**config.mk**
```make
export PLATFORM = sky130hd
export DESIGN_NAME = rr_decoder_arbiter_flat
export DESIGN_NICKNAME = d
export VERILOG_FILES = /design/src/rtl/rr_decoder_arbiter_if.sv /design/src/rtl/rr_decoder_arbiter.sv /design/src/flat_wrapper.sv
export SDC_FILE = /design/constraint.sdc
export NUM_CORES = 1
export LEC_CHECK = 0
export ABC_AREA = 1
export BUFFER_PORTS_ARGS = -buffer_cell sky130_fd_sc_hd__buf_2
export CAP_MARGIN = 10
export CORE_MARGIN = 2
export CORE_UTILIZATION = 49
export DETAILED_ROUTE_END_ITERATION = 10
export GPL_ROUTABILITY_DRIVEN = 1
export PLACE_DENSITY = 0.74
export SKIP_CTS_REPAIR_TIMING = 1
export SLEW_MARGIN = 0
export SYNTH_ARGS = -nofsm -noshare
export SYNTH_HDL_FRONTEND = slang
export SYNTH_SLANG_ARGS = --single-unit
```
**constraint.sdc**
```tcl
create_clock -name clk -period 1.25 [get_ports clk]
set_input_delay 0.0625 -clock clk [delete_from_list [all_inputs] [get_ports clk]]
set_output_delay 0.0625 -clock clk [all_outputs]
set_load 0.02 [all_outputs]
```
**src/rtl/rr_decoder_arbiter_if.sv**
```systemverilog
// Request/grant bundle between the requesters and the round-robin arbiter.
// The arbiter drives the shared decoder select through grant_idx.
interface rr_decoder_arbiter_if;
  logic [3:0] req;
  logic [3:0] grant;
  logic [1:0] grant_idx;
  logic       grant_valid;
  logic       expired;

  modport master (
    output req,
    input  grant,
    input  grant_idx,
    input  grant_valid,
    input  expired
  );

  modport slave (
    input  req,
    output grant,
    output grant_idx,
    output grant_valid,
    output expired
  );
endinterface

```
**src/rtl/rr_decoder_arbiter.sv**
```systemverilog
// Four-way round-robin arbiter with a hold limit and a one-cycle dead gap
// between owners, so the downstream 2-to-4 decoder never has two outputs active.
module rr_decoder_arbiter #(
  parameter int MAX_HOLD = 8,
  parameter int HOLD_W   = 4
) (
  input  logic                clk,
  input  logic                rst,
  rr_decoder_arbiter_if.slave bus
);

  typedef enum logic [1:0] {IDLE, GRANT, GAP} state_t;

  state_t              state, state_nxt;
  logic [1:0]          grant_idx, grant_idx_nxt;
  logic [1:0]          last_idx, last_idx_nxt;
  logic [3:0]          grant, grant_nxt;
  logic                grant_valid, grant_valid_nxt;
  logic                expired, expired_nxt;
  logic [HOLD_W-1:0]   hold_cnt, hold_cnt_nxt;
  logic [1:0]          arb_idx;
  logic                arb_found;

  function automatic logic [3:0] decode(input logic [1:0] idx);
    return 4'b0001 << idx;
  endfunction

  // Scan starting just after the previous owner so it ends up lowest priority.
  always_comb begin
    arb_found = 1'b0;
    arb_idx   = last_idx;
    for (int k = 1; k <= 4; k++) begin
      if (!arb_found && bus.req[last_idx + 2'(k)]) begin
        arb_found = 1'b1;
        arb_idx   = last_idx + 2'(k);
      end
    end
  end

  always_comb begin
    state_nxt       = state;
    grant_idx_nxt   = grant_idx;
    last_idx_nxt    = last_idx;
    grant_nxt       = grant;
    grant_valid_nxt = grant_valid;
    expired_nxt     = 1'b0;
    hold_cnt_nxt    = hold_cnt;
    case (state)
      IDLE, GAP: begin
        if (arb_found) begin
          state_nxt       = GRANT;
          grant_idx_nxt   = arb_idx;
          grant_nxt       = decode(arb_idx);
          grant_valid_nxt = 1'b1;
          hold_cnt_nxt    = HOLD_W'(1);
        end else begin
          state_nxt       = IDLE;
          grant_nxt       = 4'b0000;
          grant_valid_nxt = 1'b0;
        end
      end
      GRANT: begin
        // A voluntary release takes precedence over the hold limit.
        if (!bus.req[grant_idx] || hold_cnt == HOLD_W'(MAX_HOLD)) begin
          state_nxt       = GAP;
          grant_nxt       = 4'b0000;
          grant_valid_nxt = 1'b0;
          last_idx_nxt    = grant_idx;
          hold_cnt_nxt    = '0;
          expired_nxt     = bus.req[grant_idx];
        end else begin
          hold_cnt_nxt    = hold_cnt + HOLD_W'(1);
        end
      end
      default: begin
        state_nxt       = IDLE;
        grant_nxt       = 4'b0000;
        grant_valid_nxt = 1'b0;
      end
    endcase
  end

  always_ff @(posedge clk) begin
    if (rst) begin
      state       <= IDLE;
      grant_idx   <= 2'd0;
      last_idx    <= 2'd3;
      grant       <= 4'b0000;
      grant_valid <= 1'b0;
      expired     <= 1'b0;
      hold_cnt    <= '0;
    end else begin
      state       <= state_nxt;
      grant_idx   <= grant_idx_nxt;
      last_idx    <= last_idx_nxt;
      grant       <= grant_nxt;
      grant_valid <= grant_valid_nxt;
      expired     <= expired_nxt;
      hold_cnt    <= hold_cnt_nxt;
    end
  end

  assign bus.grant       = grant;
  assign bus.grant_idx   = grant_idx;
  assign bus.grant_valid = grant_valid;
  assign bus.expired     = expired;

endmodule

```
**src/flat_wrapper.sv**
```systemverilog
// flat-port wrapper written by rule: the top's interface ports become plain ports
module rr_decoder_arbiter_flat 
#(
  parameter int MAX_HOLD = 8,
  parameter int HOLD_W   = 4
)
  (clk, rst, bus_req, bus_grant, bus_grant_idx, bus_grant_valid, bus_expired);
  rr_decoder_arbiter_if bus_i ();
  input  logic clk;
  input  logic rst;
  input wire logic [$bits(bus_i.req)-1:0] bus_req;
  output wire logic [$bits(bus_i.grant)-1:0] bus_grant;
  output wire logic [$bits(bus_i.grant_idx)-1:0] bus_grant_idx;
  output wire logic [$bits(bus_i.grant_valid)-1:0] bus_grant_valid;
  output wire logic [$bits(bus_i.expired)-1:0] bus_expired;
  assign bus_i.req = bus_req;
  assign bus_grant = bus_i.grant;
  assign bus_grant_idx = bus_i.grant_idx;
  assign bus_grant_valid = bus_i.grant_valid;
  assign bus_expired = bus_i.expired;
  rr_decoder_arbiter #(.MAX_HOLD(MAX_HOLD), .HOLD_W(HOLD_W)) u_core (.clk(clk), .rst(rst), .bus(bus_i));
endmodule
```
==> results of run 1 <==
==> flip-flops by register name, summed over array words and instances (netlist names) <==
signal	flops
u_core.bus.grant	4
u_core.hold_cnt	4
u_core.bus.grant_idx	2
u_core.last_idx	2
u_core.state	2
u_core.bus.expired	1
u_core.bus.grant_valid	1
==> stage by stage <==
step | setup slack [ns] | power (W) | util (%) | hold slack, ns | TNS (ns)
after global placement | -0.197 | 0.00302 | 60.2 | 0.410 | -1.94
after global routing | -0.358 | 0.00407 | 67.2 | 0.119 | -4.12
final | -0.271 | 0.00379 | 67.2 | 0.115 | -2.84
after floorplan | -0.123 | 0.00245 | - | 0.131 | -0.979
after detailed placement | -0.256 | 0.00310 | 60.2 | 0.415 | -2.75
after CTS | -0.279 | 0.00344 | 61.9 | 0.112 | -3.05
==> path summary, 6_finish.rpt <==
path                                     from                                  end  cells past startpoint
max reg2reg   u_core.last_idx[0]$_SDFFE_PP1N_  u_core.bus.grant_valid$_SDFFE_PP0P_                     10
min reg2reg  u_core.bus.grant[1]$_SDFFE_PP0P_     u_core.bus.grant[1]$_SDFFE_PP0P_                      2
max           u_core.last_idx[0]$_SDFFE_PP1N_  u_core.bus.grant_valid$_SDFFE_PP0P_                     10
min                                       rst     u_core.bus.grant[1]$_SDFFE_PP0P_                      2
==> cells by family (layout without fill, tap and decap cells) <==
family	count (synthesis)	in the layout
AO/OA/AOI/OAI	21	21
adder cells (fa/ha/maj)	2	2
buffers and inverters	21	54
AND/OR/NAND/NOR	93	94
XOR/XNOR	2	2
flip-flops	16	16
==> per-layer routing <==
metal / global-route usage, % / up-vias / share of wire (%)
li1: - / 563 / -
met1: 20.9 / 511 / 41
met2: 41.3 / 13 / 56
met3: 1.75 / 2 / 1.5
met4: 6.58 / 0 / 0.63
met5: 0 / - / 0
==> synthesized netlist by cell type <==
master / instances
nand2_1: 46
dfxtp_1: 16
nand3_1: 14
inv_1: 11
nand2_4: 9
nand2_2: 8
nor2_1: 8
o21ai_0: 6
a21oi_1: 5
a21oi_2: 5
inv_2: 5
buf_6: 2
ha_1: 2
nor2_2: 2
nor2_4: 2
o21ai_1: 2
xor2_1: 2
clkbuf_1: 1
clkinv_2: 1
inv_4: 1
nand3_2: 1
nand3_4: 1
nand3b_1: 1
nand4_1: 1
o21a_1: 1
o21ai_2: 1
o21bai_1: 1
==> critical path: stages, from the launching register on <==
cell and delay, ns:
dfxtp_4 0.37, buf_12 0.14, nand2_4 0.07, nand2_4 0.06, nand2_4 0.11, nand2_8 0.08
nor2_4 0.15, nand3_4 0.11, nand2_4 0.13, inv_4 0.05, o21a_1 0.16
==> cell type report <==
cell class                      count  area [sq um]  share of cell area [%]
Multi-Input combinational cell    119           761                    52.1
Sequential cell                    16           330                    22.6
Timing Repair Buffer               32           220                    15.1
Inverter                           18          76.3                    5.23
Clock buffer                        4          36.3                    2.49
Tap cell                           28          35.0                    2.40
==> layout by cell type (no fill, tap or decap), types with 4 or more instances in the layout <==
cell type  synthesis  layout
nand2_1           46      37
buf_4              0      18
nand3_1           14      14
nand2_4            9      13
nand2_2            8      13
buf_2              0      13
dfxtp_1           16      12
inv_1             11      11
nor2_1             8       7
a21oi_2            5       5
a21oi_1            5       5
o21ai_0            6       4
==> power breakdown <==
part	internal (W)	leakage [nW]	total, W	switching, W
Sequential	0.000694	0.132	0.000823	0.000129
Combinational	0.00104	0.554	0.00262	0.00159
Clock	0.000177	0.0210	0.000341	0.000163
Total	0.00191	0.707	0.00379	0.00188
==> results.sh, run 1 <==
export IMPL_fmax_mhz=657
export IMPL_clk_pin_slew_ns=0.10
export IMPL_setup_worst_path_end_class="flop"
export IMPL_path_max_fanout=8
export IMPL_synth_top_cell_by_area="dfxtp_1"
export IMPL_final_cell_area_sq_mm=0.00146
export IMPL_synth_cells=155
export IMPL_synth_area_top_cells="dfxtp_1 29%, nand2_1 16%, nand2_4 9.3%, nand3_1 6.4%, nand2_2 4.6%"
export IMPL_wire_per_inst_microns=11.7
export IMPL_drive_gt1_share_pct=47.1
export IMPL_drt_iter0_markers=15
export IMPL_port_buffers=13
export IMPL_numCtsBuffers=3
export IMPL_grt_usage_pct=20.1
export IMPL_ys_warn_count=0
export IMPL_dp_hpwl_microns=1980
export IMPL_instances_no_fill=217
export IMPL_initial_core_util_pct=50.4
export IMPL_yosysSeqAreaShare_pct=29.3
export IMPL_final_antenna_net_count=0
export IMPL_synth_cell_type_count=27
export IMPL_netlist_area_sq_mm=0.00109
export IMPL_fp_coreArea_sq_mm=0.00217
export IMPL_gp_congestion=0.793
export IMPL_synth_seq_cells=16
export IMPL_grt_max_degree=13
export IMPL_die_h_microns=51.2
export IMPL_antenna_found_initial=0
export IMPL_layout_setup_ws_ns=-0.271
export IMPL_yosysTopAreaCellShare_pct=29.3
export IMPL_period_needed_ns=1.52
export IMPL_drt_pre_antenna_iters=6
export IMPL_fp_dieW_microns=51.2
export IMPL_wl_microns=2530
export IMPL_criticalPathCategory="flop to flop"
export IMPL_antennaDiodeCount=0
export IMPL_cts_max_path_buffers=2
export IMPL_worst_pin_slew_ns=0.390
export IMPL_drc=0
export IMPL_violations="negative setup slack"
export IMPL_cts_root_buf="clkbuf_4"
export IMPL_overflow=0
export IMPL_num_rows=17
export IMPL_hold_violations=0
export IMPL_power_density_mw_per_mm2=2600
export IMPL_placed_area_sq_mm=0.00131
export IMPL_setup_viol=13
export IMPL_synth_simple_area_share_pct=45.8
export IMPL_finalClockSkew_ns=0.00485
export IMPL_dieArea_sq_mm=0.00263
export IMPL_synthMuxAreaShare_pct=0
export IMPL_crit_arrival_ns=1.70
export IMPL_period_share_pct=122
export IMPL_io_pin_count=14
export IMPL_startpoint_type="flop"
export IMPL_status="finished, violations left"
export IMPL_clk_latency_ns=0.28
export IMPL_leakagePower_nw=0.707
export IMPL_rsz0062_at_grt="true"
export IMPL_post_place_cells=209
export IMPL_crit_required_ns=1.43
export IMPL_grt_pass1_wl_microns=4000
export IMPL_synthAdderAreaFrac_pct=2.29
export IMPL_avgSynthCellArea_sq_um=7.06
export IMPL_synth_nets=163
export IMPL_vias=1089
export IMPL_htree_levels=1
export IMPL_rrSetupSlack_ns=-0.27
export IMPL_syn_to_final_growth_pct=33.4
export IMPL_grt_pass1_vias=988
export IMPL_synth_xor_area_share_pct=1.60
export IMPL_cts_tree="done"
export IMPL_synth_top_family_by_area="simple AND/OR/NAND/NOR gates"
export IMPL_cts_sinks=16
export IMPL_hold_path_class="primary input to flop"
export IMPL_synth_compound_area_share_pct=12.1
export IMPL_maxCapViolations=0
export IMPL_ir_drop_v=0.00132
export IMPL_fillers=197
export IMPL_final_max_slew_viol_count=0
export IMPL_max_slew_margin_rel_pct=73.9
export IMPL_nNetsFinal=198
export IMPL_viasPerCell=5.02
No activity file was read; power rests on OpenSTA's default activity.
==> run 2: changes to the inputs <==
- GPL_ROUTABILITY_DRIVEN: 1 -> 0
- REMOVE_ABC_BUFFERS: not set -> 1
- SLEW_MARGIN: 0 -> 20
==> run 2 against run 1 <==
The run still ends with negative setup slack left. First-iteration DRC count grew 6.7%. Maximum frequency shrank 0.41%. Clock power grew 2%. Die area is the same. Final cell count increased by 0.92%. Critical path type unchanged.
==> results.sh, run 2 (synthesized netlist as in run 1, its figures left out) <==
export IMPL_status="finished, violations left"
export IMPL_violations="negative setup slack"
export IMPL_cpMaxStageDelayCell="dfxtp_4"
export IMPL_port_buffers=13
export IMPL_worst_pin_slew_ns=0.338
export IMPL_criticalPathCategory="flop to flop"
export IMPL_startpoint="u_core.last_idx[0]$_SDFFE_PP1N_"
export IMPL_cts_tree="done"
export IMPL_wl_microns=2820
export IMPL_viasPerCell=5.17
export IMPL_critPathBufInv=2
export IMPL_post_place_cells=211
export IMPL_fp_dieW_microns=51.2
export IMPL_grt_pass1_vias=1041
export IMPL_setup_worst_path_end_class="flop"
export IMPL_cts_sinks=16
export IMPL_clk_latency_ns=0.29
export IMPL_vias=1132
export IMPL_clk_pin_slew_ns=0.10
export IMPL_drt_pre_antenna_iters=5
export IMPL_grt_usage_pct=20.5
export IMPL_most_common_layout_cells="31 x nand2_1, 19 x buf_4, 18 x nand2_2"
export IMPL_die_h_microns=51.2
export IMPL_startpoint_type="flop"
export IMPL_final_antenna_net_count=0
export IMPL_fin_tns_setup_ns=-2.91
export IMPL_drive_gt1_share_pct=54.5
export IMPL_critPathMostFrequentCell="nand2_4"
export IMPL_setup_viol=12
export IMPL_p_total_w=0.00399
export IMPL_dieArea_sq_mm=0.00263
export IMPL_fp_coreArea_sq_mm=0.00217
export IMPL_rsz0062_at_grt="true"
export IMPL_cpLargestDelayFamily="simple AND/OR/NAND/NOR gates"
export IMPL_final_common_cell="nand2_1"
export IMPL_syn_to_final_growth_pct=39.6
export IMPL_leakagePower_nw=0.736
export IMPL_worstReg2RegStart="u_core.last_idx[0]$_SDFFE_PP1N_"
export IMPL_cp_slowest_stage_delay_ns=0.38
export IMPL_path_cells="buf_6 > nand2_4 > nand2_4 > nand2_4 > nand2_8 > nor2_4 > nand3_4 > nand2_2 > nand3_1 > nand3_1 > inv_1"
export IMPL_reg_top3="u_core.bus.grant x4, u_core.hold_cnt x4"
export IMPL_crit_required_ns=1.45
export IMPL_path_max_fanout=7
export IMPL_drc=0
export IMPL_crit_arrival_ns=1.73
export IMPL_max_slew_margin_rel_pct=77.5
export IMPL_hold_violations=0
export IMPL_initial_core_util_pct=50.4
export IMPL_grt_max_degree=13
export IMPL_min_from="rst"
export IMPL_antenna_found_initial=0
export IMPL_fmax_mhz=655
export IMPL_grt_pass1_wl_microns=4130
export IMPL_period_needed_ns=1.53
export IMPL_htree_levels=1
export IMPL_ir_drop_v=0.00144
export IMPL_layout_setup_ws_ns=-0.277
export IMPL_overflow=0
export IMPL_dp_hpwl_microns=1930
export IMPL_numCtsBuffers=3
export IMPL_final_max_slew_viol_count=0
export IMPL_finalClockSkew_ns=0.00575
export IMPL_wire_per_inst_microns=12.9
export IMPL_maxCapViolations=0
export IMPL_period_share_pct=122
export IMPL_hold_path_class="primary input to flop"
export IMPL_cts_max_path_buffers=2
export IMPL_io_pin_count=14
export IMPL_num_rows=17
export IMPL_power_density_mw_per_mm2=2610
export IMPL_drt_iter0_markers=16
export IMPL_antennaDiodeCount=0
export IMPL_nNetsFinal=200
export IMPL_instances_no_fill=219
export IMPL_cts_root_buf="clkbuf_4"
## run 2: cell types whose count changed in the layout (fill, tap and decap cells not counted), moves of 2 or more
| cell | previous run | this run |
|---|---|---|
| nand2_1 | 37 | 31 |
| a21oi_1 | 5 | 2 |
| a21oi_2 | 5 | 8 |
| buf_6 | 0 | 2 |
| o21ai_1 | 2 | 4 |
| nand2_2 | 13 | 18 |
| nand3_1 | 14 | 12 |
| nand3_2 | 0 | 2 |
## run 2: layout make-up
type	instances	area (sq um)
multi-input cells	119	815
fillers	181	643
flip-flops and latches	16	334
repair buffers	34	230
inverters	18	76.3
clock buffers	4	36.3
well taps	28	35.0
## run 2: worst paths after layout
kind                            slack, ns  cells after the start                                  end
worst max-delay path                -0.28                     11      u_core.hold_cnt[0]$_SDFFE_PP0P_
worst min register to register       0.48                      1  u_core.bus.grant_valid$_SDFFE_PP0P_
worst min-delay path                 0.14                      2     u_core.bus.grant[0]$_SDFFE_PP0P_
worst max register to register      -0.28                     11      u_core.hold_cnt[0]$_SDFFE_PP0P_
## run 2: per-layer routing
| metal | part of all wire [%] | vias up | track usage (%) |
|---|---|---|---|
| met5 | 0 | - | 0 |
| met4 | 3.1 | 0 | 9.21 |
| met3 | 1.5 | 11 | 3.22 |
| met2 | 56 | 14 | 38.5 |
| met1 | 39 | 538 | 22.3 |
| li1 | - | 569 | - |
## run 2: power by group
group / total, W / internal (W) / switching, W
clock: 0.000347 / 0.000178 / 0.000169
combinational: 0.00280 / 0.00110 / 0.00170
sequential: 0.000840 / 0.000702 / 0.000138
## run 2: per-stage QoR
stage | worst slack, ns | utilization, % | hold slack, ns | area (sq um)
CTS | -0.351 | 61.7 | 0.120 | 1340
finish | -0.277 | 70.4 | 0.140 | 1530
detailed placement | -0.332 | 60.0 | 0.426 | 1300
floorplan | -0.355 | - | 0.125 | 1070
global route | -0.377 | 70.4 | 0.144 | 1530
global placement | -0.252 | 60.0 | 0.418 | 1300
==> run 3: changes to the inputs <==
- CORE_UTILIZATION: 49 -> 51
- PLACE_DENSITY: 0.74 -> 0.76
==> run 3 against run 2 <==
The flow still finishes with violations (negative setup slack). Setup slack improved by 0.018 ns. Maximum frequency grew 1.2%. Critical path depth is 1 lower. Sequential share of layout area grew 1.1 points. Via count shrank 3.4%. Core utilization grew 1.0 points. Clock power is 1% lower. Highest routed layer unchanged.
==> results.sh, run 3 (synthesized netlist as in run 1, its figures left out) <==
export IMPL_grt_usage_pct=20.9
export IMPL_wire_per_inst_microns=11.5
export IMPL_grt_pass1_wl_microns=4150
export IMPL_fp_coreArea_sq_mm=0.00200
export IMPL_overflow=0
export IMPL_final_common_cell="nand2_1"
export IMPL_cpMaxStageDelayCell="dfxtp_4"
export IMPL_numCtsBuffers=3
export IMPL_cp_slowest_stage_delay_ns=0.38
export IMPL_finalClockSkew_ns=0.00703
export IMPL_setup_viol=15
export IMPL_drt_iter0_markers=21
export IMPL_status="finished, violations left"
export IMPL_worst_pin_slew_ns=0.290
export IMPL_most_common_layout_cells="42 x nand2_1, 19 x buf_4, 14 x nand3_1, 14 x dfxtp_1, 13 x buf_2"
export IMPL_ir_drop_v=0.00169
export IMPL_cts_root_buf="clkbuf_4"
export IMPL_clk_pin_slew_ns=0.09
export IMPL_port_buffers=13
export IMPL_cts_tree="done"
export IMPL_clk_latency_ns=0.29
export IMPL_maxCapViolations=0
export IMPL_setup_worst_path_end_class="flop"
export IMPL_nNetsFinal=199
export IMPL_final_antenna_net_count=0
export IMPL_io_pin_count=14
export IMPL_criticalPathCategory="flop to flop"
export IMPL_path_cells="buf_6 > nand2_2 > nand2_4 > nand2_4 > nand2_8 > nor2_4 > nand3_4 > nand2_4 > inv_4 > o21a_1"
export IMPL_antenna_found_initial=0
export IMPL_leakagePower_nw=0.701
export IMPL_hold_path_class="primary input to flop"
export IMPL_layout_setup_ws_ns=-0.260
export IMPL_period_needed_ns=1.51
export IMPL_critPathMostFrequentCell="nand2_4"
export IMPL_reg_top3="u_core.bus.grant x4, u_core.hold_cnt x4"
export IMPL_wl_microns=2500
export IMPL_fillers=156
export IMPL_final_max_slew_viol_count=0
export IMPL_syn_to_final_growth_pct=30.7
export IMPL_crit_arrival_ns=1.70
export IMPL_dieArea_sq_mm=0.00253
export IMPL_fmax_mhz=662
export IMPL_violations="negative setup slack"
export IMPL_grt_max_degree=13
export IMPL_vias=1094
export IMPL_drt_pre_antenna_iters=4
export IMPL_dp_slack_ns=-0.306
export IMPL_max_slew_margin_rel_pct=80.6
export IMPL_fin_tns_setup_ns=-2.88
export IMPL_dp_hpwl_microns=1860
export IMPL_viasPerCell=5.04
export IMPL_crit_required_ns=1.44
export IMPL_cts_max_path_buffers=2
export IMPL_htree_levels=1
export IMPL_antennaDiodeCount=0
export IMPL_cts_sinks=16
export IMPL_die_h_microns=50.3
export IMPL_fp_dieW_microns=50.3
export IMPL_grt_pass1_vias=1024
export IMPL_rsz0062_at_grt="true"
export IMPL_drc=0
export IMPL_hold_violations=0
export IMPL_period_share_pct=121
export IMPL_path_max_fanout=7
export IMPL_drive_gt1_share_pct=44.7
export IMPL_num_rows=16
export IMPL_startpoint_type="flop"
export IMPL_power_density_mw_per_mm2=2570
export IMPL_initial_core_util_pct=54.6
## run 3: final cells by class
cell class | count | area [sq um] | area share (%)
clock buffer | 4 | 36.3 | 2.54
inverter | 18 | 76.3 | 5.34
multi-input combinational | 119 | 736 | 51.5
sequential | 16 | 328 | 22.9
tap | 27 | 33.8 | 2.36
timing repair buffer | 33 | 219 | 15.3
## run 3: path summary, 6_finish.rpt
path	startpoint	end	slack (ns)	depth (start not counted)
setup / recovery	u_core.last_idx[0]$_SDFFE_PP1N_	u_core.bus.grant_valid$_SDFFE_PP0P_	-0.26	10
hold / removal	rst	u_core.hold_cnt[1]$_SDFFE_PP0P_	0.12	2
setup reg to reg	u_core.last_idx[0]$_SDFFE_PP1N_	u_core.bus.grant_valid$_SDFFE_PP0P_	-0.26	10
hold reg to reg	u_core.bus.grant[2]$_SDFFE_PP0P_	u_core.bus.grant[2]$_SDFFE_PP0P_	0.48	2
## run 3: stage by stage
stage / hold slack (ns) / cell area [sq um] / instances / power (W) / util, %
after floorplan: 0.125 / 1070 / 152 / 0.00237 / -
after global placement: 0.411 / 1320 / 212 / 0.00304 / 65.8
after detailed placement: 0.415 / 1320 / 212 / 0.00308 / 65.8
after CTS: 0.103 / 1350 / 216 / 0.00344 / 67.6
after global routing: 0.122 / 1430 / 217 / 0.00398 / 71.4
final: 0.118 / 1430 / 217 / 0.00367 / 71.4
## run 3: where the power goes
| group | leakage [nW] | internal, W | switching (W) | total (W) |
|---|---|---|---|---|
| clock network | 0.0210 | 0.000178 | 0.000164 | 0.000342 |
| logic | 0.549 | 0.000983 | 0.00152 | 0.00251 |
| registers | 0.131 | 0.000688 | 0.000130 | 0.000819 |
## run 3: worst max-delay path: cells and delay by family, from the launching register on
family | cells | cell delay [ns]
DFF | 1 | 0.38
AOI/OAI and AO/OA | 1 | 0.17
and+or+nand+nor | 7 | 0.67
buffers and inverters | 2 | 0.18
## run 3: per-layer routing
layer	vias to the layer above	track usage, %	share of wire [%]
met5	-	0	0
met2	39	34.2	47
met3	6	6.85	6.6
met4	0	3.15	1.2
li1	561	-	-
met1	488	27.2	45
